## src/rtl/lcd_status_reader_pkg.sv

```systemverilog
// Shared definitions for the HD44780 read-side controller.
//   - default bus timing in clk cycles (address setup, E high, address hold, inter-poll gap)
//   - poll limit default
//   - RS codes for instruction/status versus data-RAM access
//   - FSM state encoding
//   - a small helper that sizes the phase counter
package lcd_status_reader_pkg;

  localparam int LCD_T_AS      = 2;
  localparam int LCD_T_EH      = 12;
  localparam int LCD_T_AH      = 2;
  localparam int LCD_T_GAP     = 13;
  localparam int LCD_MAX_POLLS = 255;

  localparam logic LCD_RS_INSTR = 1'b0;
  localparam logic LCD_RS_DATA  = 1'b1;

  typedef enum logic [2:0] {
    ST_IDLE   = 3'd0,
    ST_SETUP  = 3'd1,
    ST_E_HIGH = 3'd2,
    ST_HOLD   = 3'd3,
    ST_GAP    = 3'd4,
    ST_FIN    = 3'd5
  } state_e;

  // Counter width that can hold (largest phase length - 1), never below 1 bit.
  function automatic int phase_width(input int a, input int b, input int c, input int d);
    int m;
    m = a;
    if (b > m) m = b;
    if (c > m) m = c;
    if (d > m) m = d;
    return (m > 1) ? $clog2(m) : 1;
  endfunction

endpackage

```

## src/rtl/lcd_status_reader_phase_timer.sv

```systemverilog
// Phase down-counter shared by every bus phase.
//   clk, rst    : clock, synchronous active-high reset
//   load_i      : load load_val_i (phase length - 1) this edge
//   load_val_i  : value to load
//   last_o      : 1 while the current cycle is the last cycle of the phase
module lcd_status_reader_phase_timer #(
  parameter int W = 4
) (
  input  logic         clk,
  input  logic         rst,
  input  logic         load_i,
  input  logic [W-1:0] load_val_i,
  output logic         last_o
);

  logic [W-1:0] cnt_q, cnt_d;

  always_comb begin
    cnt_d = cnt_q;
    if (load_i)           cnt_d = load_val_i;
    else if (cnt_q != '0) cnt_d = cnt_q - 1'b1;
  end

  always_ff @(posedge clk) begin
    if (rst) cnt_q <= '0;
    else     cnt_q <= cnt_d;
  end

  assign last_o = (cnt_q == '0);

endmodule

```

## src/rtl/lcd_status_reader.sv

```systemverilog
// HD44780 read-side controller: runs RW=1 bus cycles to fetch BF/AC or a data-RAM byte,
// optionally repeating BF reads until the panel reports ready or the poll limit is hit.
//   clk, rst            : clock, synchronous active-high reset
//   req, rs_sel, poll   : start pulse and its latched options
//   lcd_data_in         : DB7..DB0 from the panel
//   busy, done, timeout : transaction status (done/timeout are one-cycle pulses)
//   rd_data, bf, ac     : last sampled byte and its BF/AC split
//   poll_cnt            : reads performed in the last transaction
//   bus_claim           : this block owns the LCD pins
//   lcd_rs, lcd_rw, lcd_e : LCD control pins
//
// state  | meaning
// IDLE   | bus released, waiting for req
// SETUP  | RS/RW valid, E low (address setup)
// E_HIGH | E high, data sampled on last cycle
// HOLD   | E low, RS/RW held (address hold)
// GAP    | E low between poll reads, bus still claimed
// FIN    | done pulse, bus released on exit
module lcd_status_reader
  import lcd_status_reader_pkg::*;
#(
  parameter int T_AS      = LCD_T_AS,
  parameter int T_EH      = LCD_T_EH,
  parameter int T_AH      = LCD_T_AH,
  parameter int T_GAP     = LCD_T_GAP,
  parameter int MAX_POLLS = LCD_MAX_POLLS
) (
  input  logic       clk,
  input  logic       rst,
  input  logic       req,
  input  logic       rs_sel,
  input  logic       poll,
  input  logic [7:0] lcd_data_in,
  output logic       busy,
  output logic       done,
  output logic       timeout,
  output logic [7:0] rd_data,
  output logic       bf,
  output logic [6:0] ac,
  output logic [7:0] poll_cnt,
  output logic       bus_claim,
  output logic       lcd_rs,
  output logic       lcd_rw,
  output logic       lcd_e
);

  localparam int         TW    = phase_width(T_AS, T_EH, T_AH, T_GAP);
  localparam logic [7:0] MAX_P = 8'(MAX_POLLS);

  state_e       state_q, state_d;
  logic         rs_q, rs_d;
  logic         poll_q, poll_d;
  logic [7:0]   rd_q, rd_d;
  logic         bf_q, bf_d;
  logic [6:0]   ac_q, ac_d;
  logic [7:0]   cnt_q, cnt_d;
  logic         tmr_load;
  logic [TW-1:0] tmr_val;
  logic         tmr_last;

  lcd_status_reader_phase_timer #(.W(TW)) u_timer (
    .clk        (clk),
    .rst        (rst),
    .load_i     (tmr_load),
    .load_val_i (tmr_val),
    .last_o     (tmr_last)
  );

  always_comb begin
    state_d  = state_q;
    rs_d     = rs_q;
    poll_d   = poll_q;
    rd_d     = rd_q;
    bf_d     = bf_q;
    ac_d     = ac_q;
    cnt_d    = cnt_q;
    tmr_load = 1'b0;
    tmr_val  = '0;
    unique case (state_q)
      ST_IDLE: begin
        if (req) begin
          rs_d     = rs_sel ? LCD_RS_DATA : LCD_RS_INSTR;
          // Polling only makes sense for status reads; drop it for data-RAM reads.
          poll_d   = poll & ~rs_sel;
          cnt_d    = '0;
          state_d  = ST_SETUP;
          tmr_load = 1'b1;
          tmr_val  = TW'(T_AS - 1);
        end
      end
      ST_SETUP: begin
        if (tmr_last) begin
          state_d  = ST_E_HIGH;
          tmr_load = 1'b1;
          tmr_val  = TW'(T_EH - 1);
        end
      end
      ST_E_HIGH: begin
        if (tmr_last) begin
          rd_d = lcd_data_in;
          if (cnt_q != 8'hFF) cnt_d = cnt_q + 8'd1;
          if (rs_q == LCD_RS_INSTR) begin
            bf_d = lcd_data_in[7];
            ac_d = lcd_data_in[6:0];
          end
          state_d  = ST_HOLD;
          tmr_load = 1'b1;
          tmr_val  = TW'(T_AH - 1);
        end
      end
      ST_HOLD: begin
        if (tmr_last) begin
          if (poll_q && bf_q && (cnt_q < MAX_P)) begin
            state_d  = ST_GAP;
            tmr_load = 1'b1;
            tmr_val  = TW'(T_GAP - 1);
          end else begin
            state_d = ST_FIN;
          end
        end
      end
      ST_GAP: begin
        if (tmr_last) begin
          state_d  = ST_SETUP;
          tmr_load = 1'b1;
          tmr_val  = TW'(T_AS - 1);
        end
      end
      ST_FIN:  state_d = ST_IDLE;
      default: state_d = ST_IDLE;
    endcase
  end

  always_ff @(posedge clk) begin
    if (rst) begin
      state_q <= ST_IDLE;
      rs_q    <= 1'b0;
      poll_q  <= 1'b0;
      rd_q    <= 8'h00;
      bf_q    <= 1'b0;
      ac_q    <= 7'h00;
      cnt_q   <= 8'h00;
    end else begin
      state_q <= state_d;
      rs_q    <= rs_d;
      poll_q  <= poll_d;
      rd_q    <= rd_d;
      bf_q    <= bf_d;
      ac_q    <= ac_d;
      cnt_q   <= cnt_d;
    end
  end

  // Pin outputs decode straight from the state register so reset drops E on the same edge.
  assign busy      = (state_q != ST_IDLE);
  assign bus_claim = busy;
  assign lcd_rw    = bus_claim;
  assign lcd_rs    = rs_q & bus_claim;
  assign lcd_e     = (state_q == ST_E_HIGH);
  assign done      = (state_q == ST_FIN);
  assign timeout   = done & poll_q & bf_q & (cnt_q == MAX_P);
  assign rd_data   = rd_q;
  assign bf        = bf_q;
  assign ac        = ac_q;
  assign poll_cnt  = cnt_q;

endmodule

```

## config.mk

```make
export PLATFORM = sky130hd
export DESIGN_NAME = lcd_status_reader
export DESIGN_NICKNAME = d
export VERILOG_FILES = /design/src/rtl/lcd_status_reader_pkg.sv /design/src/rtl/lcd_status_reader_phase_timer.sv /design/src/rtl/lcd_status_reader.sv
export SDC_FILE = /design/constraint.sdc
export NUM_CORES = 1
export LEC_CHECK = 0
export CAP_MARGIN = 30
export CORE_ASPECT_RATIO = 1.5
export CORE_MARGIN = 3
export CORE_UTILIZATION = 45
export CTS_CLUSTER_DIAMETER = 120
export DETAILED_ROUTE_END_ITERATION = 12
export PLACE_DENSITY = 0.72
export SLEW_MARGIN = 30
export SYNTH_ARGS = -nofsm -noshare
export SYNTH_HDL_FRONTEND = slang
export SYNTH_SLANG_ARGS = --single-unit
```

## constraint.sdc

```tcl
create_clock -name clk -period 2.7 [get_ports clk]
set_input_delay 0.54 -clock clk [delete_from_list [all_inputs] [get_ports clk]]
set_output_delay 0.54 -clock clk [all_outputs]
set_load 0.03 [all_outputs]
```

# ---- Word level (Yosys, flattened, before mapping)
# Index checks and enable logic that the tools add are counted.
dict set report totals {
  in_bits 13
  word_cells 71
  ff_bits 33
  output_inout_bits 31
}
dict set report classes {
  eq_ne 13
  add_sub_neg 2
  bitwise 7
  muxes 25
  reduce_logical 15
  n_lt_le_gt_ge 1
}
# op n
set ops {}
lappend ops {{$mux 8} 3}
lappend ops {{$mux 4} 5}
lappend ops {{$pmux 4 s4} 1}
lappend ops {{$pmux 8 s2} 1}
lappend ops {{$mux 3} 5}
lappend ops {{$pmux 3 s5} 1}
lappend ops {{$add 8x1->8 const B} 1}
lappend ops {{$eq 8x8->1 const B} 1}
lappend ops {{$lt 8x8->1 const B} 1}
lappend ops {{$mux 1} 8}
lappend ops {{$ne 2x2->1 const B} 4}
lappend ops {{$ne 8x8->1 const B} 1}
lappend ops {{$eq 3x2->1 const B} 2}
lappend ops {{$eq 3x3->1 const B} 2}
lappend ops {{$and 1x1->1} 5}
lappend ops {{$reduce_and 5->1} 1}
lappend ops {{$logic_not 4->1} 1}
lappend ops {{$ne 2x1->1 const B} 2}
lappend ops {{$reduce_and 2->1} 2}
lappend ops {{$reduce_and 4->1} 1}
lappend ops {{$reduce_bool 2->1} 2}
lappend ops {{$reduce_bool 4->1} 1}
lappend ops {{$sub 4x1->4 const B} 1}
lappend ops {{$eq 3x1->1 const B} 1}
lappend ops {{other kinds (8)} 10}

# ---- Logic depth before layout (Yosys ltp)
dict set report depth {
  depth_word 6
  mapped_depth 7
  ltp_nobuf 6
}

# ---- Cells and area by module
# From an unflattened synthesis, not the netlist that was laid out.
dict set report unflattened {
  cells_unflattened 186
  area_unflattened_um2 1627.8
}
# module cells_per_inst n_inst area_each_um2 seq_area_each_um2
set modules_own_cells {}
lappend modules_own_cells {lcd_status_reader 162 1 1398.8 580.6}
lappend modules_own_cells {lcd_status_reader_phase_timer 24 1 229.0 80.1}

# ---- Worst setup path before layout
# No wires, ideal clock.
dict set report synth_path {
  path_type {register to output}
  startpoint {register cnt_q[0], in the netlist poll_cnt[0]}
  endpoint {output timeout}
  path_stages_with_launch 4
  required_ns 2.160
  arrival_time_ns 1.986
  path_slack_ns 0.174
  n_path_buf 0
  path_cell_list {dfxtp_1 -> ha_1 -> nand3_1 -> nor4_1}
}
dict set report synth_via {
  elab_chain_cells 2
}
# element line
set synth_lines {}
lappend synth_lines {{start: declaration} lcd_status_reader.sv:56} ;# logic [7:0] cnt_q, cnt_d;
lappend synth_lines {{start signal: assignment} lcd_status_reader.sv:150} ;# cnt_q <= cnt_d;
lappend synth_lines {{$eq 8x8->1} lcd_status_reader.sv:161} ;# assign timeout = done & poll_q & bf_q & (cnt_q == MAX_P);
lappend synth_lines {{$and 1x1->1} lcd_status_reader.sv:161}
lappend synth_lines {{end: declaration} lcd_status_reader.sv:36} ;# output logic timeout,
# No other way between the ends.

# ---- Worst setup path in the final report
dict set report layout_path {
  startpoint {register state_q[1]}
  endpoint {output lcd_e}
}
dict set report layout_via {
  elab_chain_cells 1
}
# element line
set layout_lines {}
lappend layout_lines {{start: declaration} lcd_status_reader.sv:50} ;# state_e state_q, state_d;
lappend layout_lines {{start signal: assignment} lcd_status_reader.sv:144} ;# state_q <= state_d;
lappend layout_lines {{$eq 3x2->1} lcd_status_reader.sv:159} ;# assign lcd_e = (state_q == ST_E_HIGH);
lappend layout_lines {{end: declaration} lcd_status_reader.sv:44} ;# output logic lcd_e
# No other way between the ends.

==> impl_metrics.py <==
metrics = {
    "global_routing": {
        "grt_first_pass_wirelength_mm": 6.42,
        "grt_antenna_before_repair": 0,
        "grt_pass1_vias": 1482,
        "grtUsageTotal": 0.201,
        "grt_max_degree": 23,
        "overflow": 0,
    },
    "synth": {
        "yosysTopAreaCellShare": 0.419,
        "ys_seq_area_frac": 0.419,
        "synthesis.area_mm2": 0.00158,
        "synth_common_cells": "33 x dfxtp_1, 22 x a21oi_1, 22 x nand2_1",
        "synth_cells": 181,
        "synth.ff_latch_count": 33,
        "yosys_warnings": 0,
        "async_reset_ff_frac": 0,
        "synthesis.nets": 196,
        "synth_edf_count": 0,
        "syn_avg_cell_area_um2": 8.70,
        "synth_area_leaders": "dfxtp_1 42%, a21oi_1 7.0%, mux2i_1 5.7%",
        "synthDistinctLibCells": 46,
        "synthFlopType": "dfxtp_1",
        "synth_top_area_cell": "dfxtp_1",
        "yosysMostFrequentCell": "dfxtp_1",
    },
    "pwr": {
        "vdd_drop_max_mv": 0.606,
        "intPower_mw": 1.06,
        "combPwrFrac": 0.444,
        "p_clk_frac": 0.204,
        "seq_power_share": 0.351,
        "switching_share": 0.406,
        "p_sw_uw": 723,
        "cellPowerDensity_mw_per_mm2": 845,
        "total_leakage_power_nw": 0.764,
    },
    "final_layout": {
        "drive_above_1_share": 0.0885,
        "syn_to_final_growth_pct": 33.7,
        "multi_input_area_um2": 826,
        "final_cells": 266,
        "final-seq-area_um2": 661,
        "n_fill_cell": 288,
        "nets": 240,
        "num_antenna_cells": 0,
    },
    "die": {
        "die_area_mm2": 0.00426,
        "num_rows": 25,
        "die_w_um": 54.3,
        "core_mm2": 0.00325,
        "num_io_pins": 44,
        "start_util": 0.484,
        "die_y_um": 78.5,
    },
    "timing": {
        "period_share": 0.965,
        "setup_viol": 0,
        "rsz0062_at_grt": "no",
        "tns_ns": 0,
        "fmax_mhz": 384,
        "tightestPinTransition_ns": 0.610,
        "fin_worst_skew_ns": 0.00556,
        "drv_slew": 0,
        "max_slew_margin": 0.592,
        "hold_viol_final": 0,
        "timing.hold.ws_ns": 0.455,
        "period_minus_slack_ns": 2.61,
    },
    "setup_path": {
        "cp_top_family": "buffers and inverters",
        "critPathRequiredTime_ns": 2.16,
        "worstSetupPathType": "reg2out",
        "cp_max_fo": 10,
        "critPathCaptureType": "output port",
        "path_cells": "or3b_4 -> inv_6 -> clkdlybuf4s50_1",
        "cp_data_arrival_time_ns": 2.07,
        "crit_buf_inv": 2,
        "cp_slowest_cell": "clkdlybuf4s50_1",
        "startpoint_type": "flip-flop",
        "critPathMaxStageDelay_ns": 0.66,
    },
    "cts": {
        "clockBufferDepth": 2,
        "clkSinkCount": 33,
        "clk_pin_slew_worst_paths_ns": 0.07,
        "h-tree-depth": 2,
        "cts_hold_buf": 0,
        "cts_made_buffers": 5,
        "clockRootBuffer": "clkbuf_8",
        "cts_tree": "yes",
        "clkLatencyLatePin_ns": 0.29,
    },
    "drt": {
        "firstDrtPassIters": 4,
        "viasPerCell": 5.47,
        "vias": 1454,
        "totalWireLength_mm": 3.84,
        "drtAntennaViolNets": 0,
        "drtIter0Drc": 58,
        "post_drt_wl_per_cell_um": 14.4,
        "drcViolationCount": 0,
    },
    "run": {
        "max_cap_viol_count": 0,
    },
    "hold_path": {
        "hold_path_class": "reg2reg",
    },
    "placed_design": {
        "portBuffers": 43,
        "gp_congestion": 0.846,
        "placed_cells": 258,
        "hpwl_mm": 2.88,
    },
    "run_status": {
        "outcome": "finished, final reports clean",
    },
}
[worst paths after layout]
check	start	end	slack (ns)	cells past startpoint
worst min register to register	rd_data[2]$_SDFFE_PP0P_	rd_data[2]$_SDFFE_PP0P_	0.45	2
worst min-delay path	rd_data[2]$_SDFFE_PP0P_	rd_data[2]$_SDFFE_PP0P_	0.45	2
worst max register to register	u_timer.cnt_q[0]$_SDFFE_PP0P_	ac[2]$_SDFFE_PP0P_	0.60	6
worst max-delay path	state_q[1]$_SDFFE_PP0P_	lcd_e	0.09	3
[through the flow]
stage	power (mW)	setup WS [ns]	util	area [um2]
6_report	1.78	0.0934	0.647	2110
5_1_grt	1.88	0.0278	0.647	2110
4_1_cts	1.79	0.0961	0.647	2110
3_5_place_dp	1.42	0.309	0.621	2020
2_1_floorplan	1.23	0.174	-	1580
3_3_place_gp	1.41	0.390	0.621	2020
[cell families (layout without fill, tap and decap cells)]
kind of cell | Yosys count | count (layout) | share of synthesized area
AO/OA/AOI/OAI | 40 | 40 | 0.165
multiplexers | 10 | 10 | 0.0643
adder cells (fa/ha/maj) | 2 | 2 | 0.0159
buffers and inverters | 16 | 61 | 0.0564
XOR/XNOR | 5 | 5 | 0.0278
AND/OR/NAND/NOR | 75 | 75 | 0.251
flip-flops | 33 | 33 | 0.419
[layout make-up]
type / count / area share
clock buffers: 5 / 0.0327
clock inverters: 3 / 0.00832
inverters: 7 / 0.0149
multi-input cells: 132 / 0.392
flip-flops and latches: 33 / 0.314
well taps: 40 / 0.0238
repair buffers: 46 / 0.214
[power groups by stage]
stage | sequential, mW | clock (mW) | combinational [mW]
after detailed placement | 0.634 | 0 | 0.786
final | 0.625 | 0.364 | 0.791
after global placement | 0.628 | 0 | 0.778
after global routing | 0.635 | 0.400 | 0.849
after CTS | 0.623 | 0.374 | 0.792
after floorplan | 0.652 | 0 | 0.576
[sequential cells by signal (all words and copies together), names as in the netlist]
register / cells
bf: 1
rs_q: 1
ac: 7
state_q: 3
poll_q: 1
poll_cnt: 8
u_timer.cnt_q: 4
rd_data: 8
[routing by layer]
metal  vias to the layer above  global-route usage  part of all wire
met1                       673               0.230              0.40
met4                         0              0.0773             0.015
li1                        724                   -                 -
met3                         5              0.0645             0.072
met2                        52               0.335              0.52
met5                         -                   0                 0
[cell usage in the layout (no fill, tap or decap), drive strengths merged, types with 4 or more instances in the layout]
cell / count
clkdlybuf4s50: 42
nand2: 23
a21oi: 22
mux2i: 9
o21ai: 4
inv: 7
nor2b: 4
clkbuf: 5
dfxtp: 33
nand3: 7
nor3: 5
nor2: 19
[what timing repair did]
action	CTS	global route
setup buffers	0	0
resized for setup	1	0
endpoints found under the setup margin	1	0
[worst min-delay path: cells and delay by family (launching register included)]
family / cells / cell delay, ns
flops: 1 / 0.31
simple gates: 1 / 0.05
compound gates: 1 / 0.05
Power figures use the tool's default switching activity.
